==> src/rtl/vwb_pkg.sv <==
// Shared types and sizing helpers for the vwb_gemm host-side driver.
package vwb_pkg;

  localparam int IN_VEC_LEN  = 48;
  localparam int OUT_VEC_LEN = 11;
  localparam int NBITS       = 12;

  typedef enum logic [2:0] {
    ST_FILL    = 3'd0,
    ST_ISSUE   = 3'd1,
    ST_WAIT    = 3'd2,
    ST_READ    = 3'd3,
    ST_CAPTURE = 3'd4,
    ST_DRAIN   = 3'd5
  } state_e;

  typedef logic [NBITS-1:0] elem_t;

  // Counter width that still works for a length of one.
  function automatic int cnt_w(input int n);
    return (n > 1) ? $clog2(n) : 1;
  endfunction

  localparam int IDX_W = cnt_w(IN_VEC_LEN);
  localparam int ODX_W = cnt_w(OUT_VEC_LEN);

endpackage

==> src/rtl/vec_serializer.sv <==
// Parallel-load result register streamed out as scalars over valid/ready with a last flag.
module vec_serializer
  import vwb_pkg::*;
#(
  parameter int N     = OUT_VEC_LEN,
  parameter int NBits = NBITS
) (
  input  logic                      clk_i,
  input  logic                      rst_i,
  input  logic                      load_i,
  input  logic [N-1:0][NBits-1:0]   vec_i,
  input  logic                      ready_i,
  output logic                      valid_o,
  output logic [NBits-1:0]          data_o,
  output logic                      last_o
);

  localparam int                ODX_W_L  = cnt_w(N);
  localparam logic [ODX_W_L-1:0] ODX_LAST = ODX_W_L'(N - 1);

  logic [N-1:0][NBits-1:0] res_q;
  logic [ODX_W_L-1:0]      odx_q;
  logic [ODX_W_L-1:0]      odx_nxt;
  logic                    valid_q;
  logic [NBits-1:0]        data_q;
  logic                    last_q;

  assign odx_nxt = odx_q + ODX_W_L'(1);

  // Output element is pre-selected into a register so m_data/m_last hold during stalls.
  always_ff @(posedge clk_i) begin
    if (rst_i) begin
      res_q   <= '0;
      odx_q   <= '0;
      valid_q <= 1'b0;
      data_q  <= '0;
      last_q  <= 1'b0;
    end else if (load_i) begin
      res_q   <= vec_i;
      odx_q   <= '0;
      valid_q <= 1'b1;
      data_q  <= vec_i[0];
      last_q  <= (N == 1);
    end else if (valid_q && ready_i) begin
      if (last_q) begin
        odx_q   <= '0;
        valid_q <= 1'b0;
        data_q  <= '0;
        last_q  <= 1'b0;
      end else begin
        odx_q   <= odx_nxt;
        data_q  <= res_q[odx_nxt];
        last_q  <= (odx_nxt == ODX_LAST);
      end
    end
  end

  assign valid_o = valid_q;
  assign data_o  = data_q;
  assign last_o  = last_q;

endmodule

==> src/rtl/vwb_gemm_host.sv <==
// Host driver: packs a scalar stream into one GEMM input vector, issues it, then
// pops the GEMM result vector and streams it back out as scalars.
module vwb_gemm_host
  import vwb_pkg::*;
#(
  parameter int InVecLength  = IN_VEC_LEN,
  parameter int OutVecLength = OUT_VEC_LEN,
  parameter int NBits        = NBITS
) (
  input  logic                                clk_in,
  input  logic                                rst_in,
  input  logic                                s_valid,
  output logic                                s_ready,
  input  logic [NBits-1:0]                    s_data,
  output logic                                in_data_ready,
  output logic [InVecLength-1:0][NBits-1:0]   in_data_top,
  input  logic                                module_ready,
  input  logic                                out_data_valid,
  output logic                                rd_out_top,
  input  logic [OutVecLength-1:0][NBits-1:0]  out_data_top,
  output logic                                m_valid,
  input  logic                                m_ready,
  output logic [NBits-1:0]                    m_data,
  output logic                                m_last,
  output logic                                busy,
  output logic                                proto_err
);

  localparam int                 IDX_W_L  = cnt_w(InVecLength);
  localparam logic [IDX_W_L-1:0] IDX_LAST = IDX_W_L'(InVecLength - 1);

  state_e                          state_q;
  logic [IDX_W_L-1:0]              idx_q;
  logic [InVecLength-1:0][NBits-1:0] vec_q;
  logic                            s_ready_q;
  logic                            busy_q;
  logic                            idr_q;
  logic                            rd_q;
  logic                            perr_q;

  logic                            ser_load;
  logic                            ser_valid;
  logic [NBits-1:0]                ser_data;
  logic                            ser_last;

  // Main control FSM; s_ready/busy are registered alongside the state they decode.
  always_ff @(posedge clk_in) begin
    if (rst_in) begin
      state_q   <= ST_FILL;
      idx_q     <= '0;
      vec_q     <= '0;
      s_ready_q <= 1'b1;
      busy_q    <= 1'b0;
      idr_q     <= 1'b0;
      rd_q      <= 1'b0;
      perr_q    <= 1'b0;
    end else begin
      idr_q <= 1'b0;
      rd_q  <= 1'b0;
      if (out_data_valid && (state_q != ST_WAIT)) begin
        perr_q <= 1'b1;
      end
      case (state_q)
        ST_FILL: begin
          if (s_valid) begin
            vec_q[idx_q] <= s_data;
            if (idx_q == IDX_LAST) begin
              idx_q     <= '0;
              state_q   <= ST_ISSUE;
              s_ready_q <= 1'b0;
              busy_q    <= 1'b1;
            end else begin
              idx_q <= idx_q + IDX_W_L'(1);
            end
          end
        end
        ST_ISSUE: begin
          if (module_ready) begin
            idr_q   <= 1'b1;
            state_q <= ST_WAIT;
          end
        end
        ST_WAIT: begin
          if (out_data_valid) begin
            rd_q    <= 1'b1;
            state_q <= ST_READ;
          end
        end
        ST_READ: begin
          state_q <= ST_CAPTURE;
        end
        ST_CAPTURE: begin
          state_q <= ST_DRAIN;
        end
        ST_DRAIN: begin
          if (ser_valid && m_ready && ser_last) begin
            state_q   <= ST_FILL;
            s_ready_q <= 1'b1;
            busy_q    <= 1'b0;
          end
        end
        default: begin
          state_q   <= ST_FILL;
          idx_q     <= '0;
          s_ready_q <= 1'b1;
          busy_q    <= 1'b0;
        end
      endcase
    end
  end

  // The GEMM drives out_data_top one cycle after the pop, i.e. during CAPTURE.
  assign ser_load = (state_q == ST_CAPTURE);

  vec_serializer #(
    .N     (OutVecLength),
    .NBits (NBits)
  ) u_ser (
    .clk_i   (clk_in),
    .rst_i   (rst_in),
    .load_i  (ser_load),
    .vec_i   (out_data_top),
    .ready_i (m_ready),
    .valid_o (ser_valid),
    .data_o  (ser_data),
    .last_o  (ser_last)
  );

  assign s_ready       = s_ready_q;
  assign busy          = busy_q;
  assign in_data_ready = idr_q;
  assign in_data_top   = vec_q;
  assign rd_out_top    = rd_q;
  assign proto_err     = perr_q;
  assign m_valid       = ser_valid;
  assign m_data        = ser_data;
  assign m_last        = ser_last;

endmodule

==> config.mk <==
export PLATFORM = sky130hd
export DESIGN_NAME = vwb_gemm_host
export DESIGN_NICKNAME = d
export VERILOG_FILES = /design/src/rtl/vwb_pkg.sv /design/src/rtl/vec_serializer.sv /design/src/rtl/vwb_gemm_host.sv
export SDC_FILE = /design/constraint.sdc
export NUM_CORES = 2
export LEC_CHECK = 0
export CAP_MARGIN = 20
export CORE_AREA = 2 2 289 291
export CTS_CLUSTER_DIAMETER = 60
export DETAILED_ROUTE_END_ITERATION = 6
export DIE_AREA = 0 0 291 293
export PLACE_DENSITY = 0.7
export SLEW_MARGIN = 20
export SYNTH_ARGS = -nofsm -noshare
export SYNTH_HDL_FRONTEND = slang
export SYNTH_SLANG_ARGS = --single-unit
==> constraint.sdc <==
create_clock -name clk_in -period 2.7 [get_ports clk_in]
set_input_delay 0.54 -clock clk_in [delete_from_list [all_inputs] [get_ports clk_in]]
set_output_delay 0.54 -clock clk_in [all_outputs]
set_load 0.02 [all_outputs]
After elaboration in Yosys (flattened, before gate mapping)
Index checks and enable logic that the tools add are counted.

$add $sub $neg: 2. Multiply operators: 0. Divide/modulo/power cells: 0. $lt $le $gt $ge: 3. Eq/ne operators: 13. Shift-type cells: 0. Multiplexer cells: 32. Bitwise gates (word level): 4. Reductions and logical operators: 17.

Operators with widths (count): 576-bit bitwise mux (1); 12-bit demux with 6-bit select (1); 12-bit two-way mux (5); 12-bit binary-select mux with 4-bit select (1); 3-bit case mux with 6 select lines (1); 3-bit two-way mux (5); 1-bit two-way mux (12); 6-bit two-way mux (2); 6-bit case mux with 2 select lines (1); 2-bit != test, second input constant (5); 6-bit by 7-bit less-than comparator with 1-bit output, second input constant (1); 6-bit by 1-bit adder with 6-bit output, second input constant (1); 3-bit by 2-bit equality test with 1-bit output, second input constant (2); 3-bit equality test, second input constant (2); 6-bit equality test, second input constant (1); 6-bit by 1-bit >= comparator with 1-bit output, second input constant (1); 1-bit case mux with 3 select lines (2); 2-bit AND reduction (3); 2-bit OR reduction (3); 4-bit by 5-bit less-than comparator with 1-bit output, second input constant (1); 5-bit AND reduction (1); 5-bit OR reduction (1); 4-bit by 1-bit adder with 4-bit output, second input constant (1); 4-bit equality test, second input constant (1); other kinds (9) (16).

Register bits after elaboration: 740. Latch bits: 0. RAM bits: 0. Memory bits (read-only): 0. Input port bits: 150. Output and inout port bits: 595. Word-level logic and storage cells: 141. Memories: 0.

Depth between registers and ports, before layout
Depth after elaboration: 6. Depth in mapped cells: 10. Gate-level depth less buffers: 6.

Modules after synthesis
From an unflattened synthesis, not the netlist that was laid out.

Cells, all modules: 2918. Area, all modules: 28493.6 µm².

By module, submodules not included: vwb_gemm_host (instances 1, cells an instance 2292, area an instance 21909.8 µm², seq. area each 11811.3 µm²); vec_serializer (instances 1, cells an instance 626, area an instance 6583.8 µm², seq. area each 3002.9 µm²).

Worst setup path after synthesis
Ideal clock, no wire load.

Kind: input to register. Start point: input port s_valid. End point: register vec_q, in the netlist in_data_top[252]. Setup time: 0.132 ns. Arrival: 2.243 ns. Path slack: 0.325 ns. Stages: 8. Path buffers: 4. Cell sequence: or4b_1 -> buf_2 -> or4b_1 -> buf_2 -> buf_6 -> clkbuf_1 -> o21ai_0 -> a21oi_1.

Word-level cells in the longest chain between the ends: 1.

RTL lines: start, declared (RTL line vwb_gemm_host.sv:12) `input logic s_valid,`; 2-bit AND reduction (no source line); end signal, assigned by index (RTL line vwb_gemm_host.sv:66) `vec_q[idx_q] <= s_data;`; end, declared (RTL line vwb_gemm_host.sv:34) `logic [InVecLength-1:0][NBits-1:0] vec_q;`.

Every way passes these cells. A chain may end at the register's enable or synchronous reset.

Final worst setup path
Start point: register u_ser.valid_q (netlist: u_ser.valid_o). End point: output port m_valid.

RTL lines: start, declared (RTL line vec_serializer.sv:24) `logic valid_q;`; start signal, assigned (RTL line vec_serializer.sv:35) `valid_q <= 1'b0;`; start signal, assigned (RTL line vec_serializer.sv:41) `valid_q <= 1'b1;`; start signal, assigned (RTL line vec_serializer.sv:47) `valid_q <= 1'b0;`; end, declared (RTL line vwb_gemm_host.sv:21) `output logic m_valid,`.

No word-level cell between the ends.

==> summary.md <==
| Metric | Value |
|---|---|
| Fillers | 7763 |
| Clk_lat worst skew | 0.65 ns |
| Final worst slack | 0.308 ns |
| Die Area | 85300 um2 |
| Total wire length | 112000 um |
| Fmax | 0.418 GHz |
| Worst rel slew slack | 27.2% |
| Slowest CP cell | clkdlybuf4s50_1 |
| Clock Sinks | 740 |
| Crit-path max cell delay | 0.72 ns |
| Flops & latches, synth | 740 |
| Worst slew pin tran | 1.09 ns |
| RSZ-0062 raised after global routing | false |
| Post-synthesis sequential area ratio | 53.8% |
| DR vias/cell | 5.09 |
| Synth async-reset ratio | 0% |
| Largest net degree at the start of global routing | 114 |
| Residual DRC | 0 |
| Worst hold-check path type | in2reg |
| Worst path arrival time | ~1.9 ns |
| Leak | 0.0129 uW |
| Top cells by count, synth | nand2_1, dfxtp_1, a21oi_1 |
| Initial antenna violation count | 5 |
| Die Width | 291 um |
| Yosys top cell area share | 53.8% |
| WS Path Type | reg2out |
| Num CTS Buffers | 81 |
| Final period demand of the worst path | 2.39 ns |
| Outcome | finished clean |
| Core Region | roughly 82000 um2 |
| Tot GR Track Use | 25.1% |
| First-pass GRT wire length | 163000 um |
| Synth warnings | 0 |
| Number of cell rows | 105 |
| Final period utilization | 88.6% |
| CTS root buf | clkbuf_16 |
| CTS clk-pin slew, worst paths | 0.06 ns |
| Synth cell types | 51 |
| TritonCTS clock tree | built |
| Synth area leader | dfxtp_1 |
| Pins Over Slew Limit | 0 |
| Starting DRT DRC Count | slightly below 2000 |
| PD cells | 599 nW/um2 |
| Vias | 27200 |
| Mean Syn Cell Area | 7.78 um2 |
| Mapped Cells | 3538 |
| # setup viols final | 0 |
| EDFF count, synth | 0 |
| Top_reg_cell synth | dfxtp_1 |
| Dpl ws | -0.185 ns |
| Mapped Area | 27500 um2 |
| WP data required | 2.16 ns |
| CP Max Fanout | 7 |
| Die height | 293 um |
| Type of element capturing the critical path | primary output |
| H-tree levels | 3 |
| Max VDD drop | roughly 0.57 mV |
| GRT overflow | 0 |
| Max Buffers Root-to-Sink | 3 |
| # nets final | roughly 4400 |
| Critical Path, Cell by Cell | clkdlybuf4s50_1 |
| Wirelength per Cell | 20.9 um |
| Max-cap violations | 0 |
| Vias in the first global route | ~25000 |
| Buffers on Ports | 744 |
| CP startpoint kind | flip-flop |
| Synth area leaders | dfxtp_1, nand2_1, a21oi_1, clkbuf_1, mux4_2 |
| Clock skew | 0.0383 ns |
| # IOs | ~750 |
| Hold Fails Final Rpt | 0 |
| Power Total | 23600 uW |
| Antenna-violating nets left | 0 |
| HPWL after detailed placement | approximately 76000 um |
| Net Count, Synth | 3691 |
| RD Place Congestion | between 0.8 and 0.9 |
| Initial Util | 33.6% |
| Synthesis-to-layout area growth | 43.3% |
| First drt pass iteration count | 5 |
| Critical path's top delay family | buffers and inverters |
| Post-CTS Hold Buffers | 0 |
| Layout cells sized above 1 | 8.40% |
| Buf+Inv Stages, Crit Path | 1 |
| Most numerous cell in the Yosys netlist | nand2_1 |
## metrics by stage
| stage | setup TNS [ns] | hold slack, ns | instance area (um2) | std cells | util, % |
|---|---|---|---|---|---|
| after CTS | 0 | 0.371 | 39400 | 5342 | 48.2 |
| after floorplan | 0 | 0.433 | 27500 | 3538 | - |
| final | 0 | 0.345 | 39400 | 5346 | 48.2 |
| after global placement | -3.25 | 0.439 | 36700 | 5198 | 44.8 |
| after detailed placement | -14.80 | 0.444 | 36700 | 5198 | 44.8 |
| after global routing | 0 | 0.357 | 39400 | 5344 | 48.2 |
## cells in the final DEF, fill, tap and decap left out, types with 8 or more instances in the layout
cell / instances
bufinv_16: 8
clkbuf_1: 14
clkdlybuf4s50_1: 731
and3_1: 15
a21oi_1: 730
nor2_1: 71
o22a_1: 13
clkbuf_8: 15
nand3_1: 21
clkbuf_16: 81
buf_4: 123
clkinv_2: 11
o21ai_0: 27
mux2_2: 13
a221oi_1: 13
dfxtp_1: 739
buf_12: 37
a2111oi_0: 11
buf_2: 12
inv_1: 15
nand2_1: 1441
mux4_2: 24
nor3_1: 9
a22oi_1: 12
## sequential cells by signal, indices dropped and copies added (netlist names)
signal	flops
in_data_ready	1
u_ser.odx_q	4
u_ser.res_q	132
u_ser.data_o	12
u_ser.last_o	1
u_ser.valid_o	1
rd_out_top	1
proto_err	1
s_ready	1
busy	1
idx_q	6
in_data_top	576
state_q	3
## path summary, 6_finish.rpt
path | start | depth (start not counted) | to | slack, ns
worst min-delay path | rst_in | 2 | in_data_top[379] | 0.34
worst max-delay path | u_ser.valid_o | 1 | m_valid | 0.31
worst max register to register | idx_q[0] | 4 | in_data_top[203] | 0.33
worst min register to register | u_ser.res_q[101] | 2 | u_ser.res_q[101] | 0.45
## power by group
group / internal, uW / switching [uW]
logic: 392 / 731
registers: 11000 / 34.8
clock network: 6770 / 4750
total: 18100 / 5520
## area by class of cell
class,instances,area (um2),area share [%]
inverter,15,56.3,0.143
tap,1070,1340,3.39
sequential,740,14800,37.6
antenna,4,10.0,0.0254
timing repair buffer,904,9060,23.0
clock inverter,34,498,1.26
multi-input combinational,2469,11400,28.9
clock buffer,110,2290,5.79
## layer usage
| layer | part of all wire, % | global-route usage [%] | vias up |
|---|---|---|---|
| met1 | 41 | 31.7 | 12800 |
| met2 | 45 | 40.0 | 1236 |
| met5 | 0.0099 | 0 | - |
| met3 | 8.5 | 6.05 | 255 |
| met4 | 5.1 | 12.9 | 2 |
| li1 | - | - | 12900 |
## kinds of logic after synthesis
kind of cell	count (synthesis)	share of synthesized area (%)
simple gates	1604	22.8
compound gates	820	15.7
flops	740	53.8
buf+inv	329	4.93
mux	39	2.57
xor+xnor	3	0.0955
fa+ha+maj	3	0.136
## repair_timing
item,4_1_cts,5_1_grt
endpoints found under the hold margin,0,0
setup buffers,0,0
resized for setup,0,1
setup endpoints to repair,0,19
Note: power is estimated with default switching activity, not from simulation.
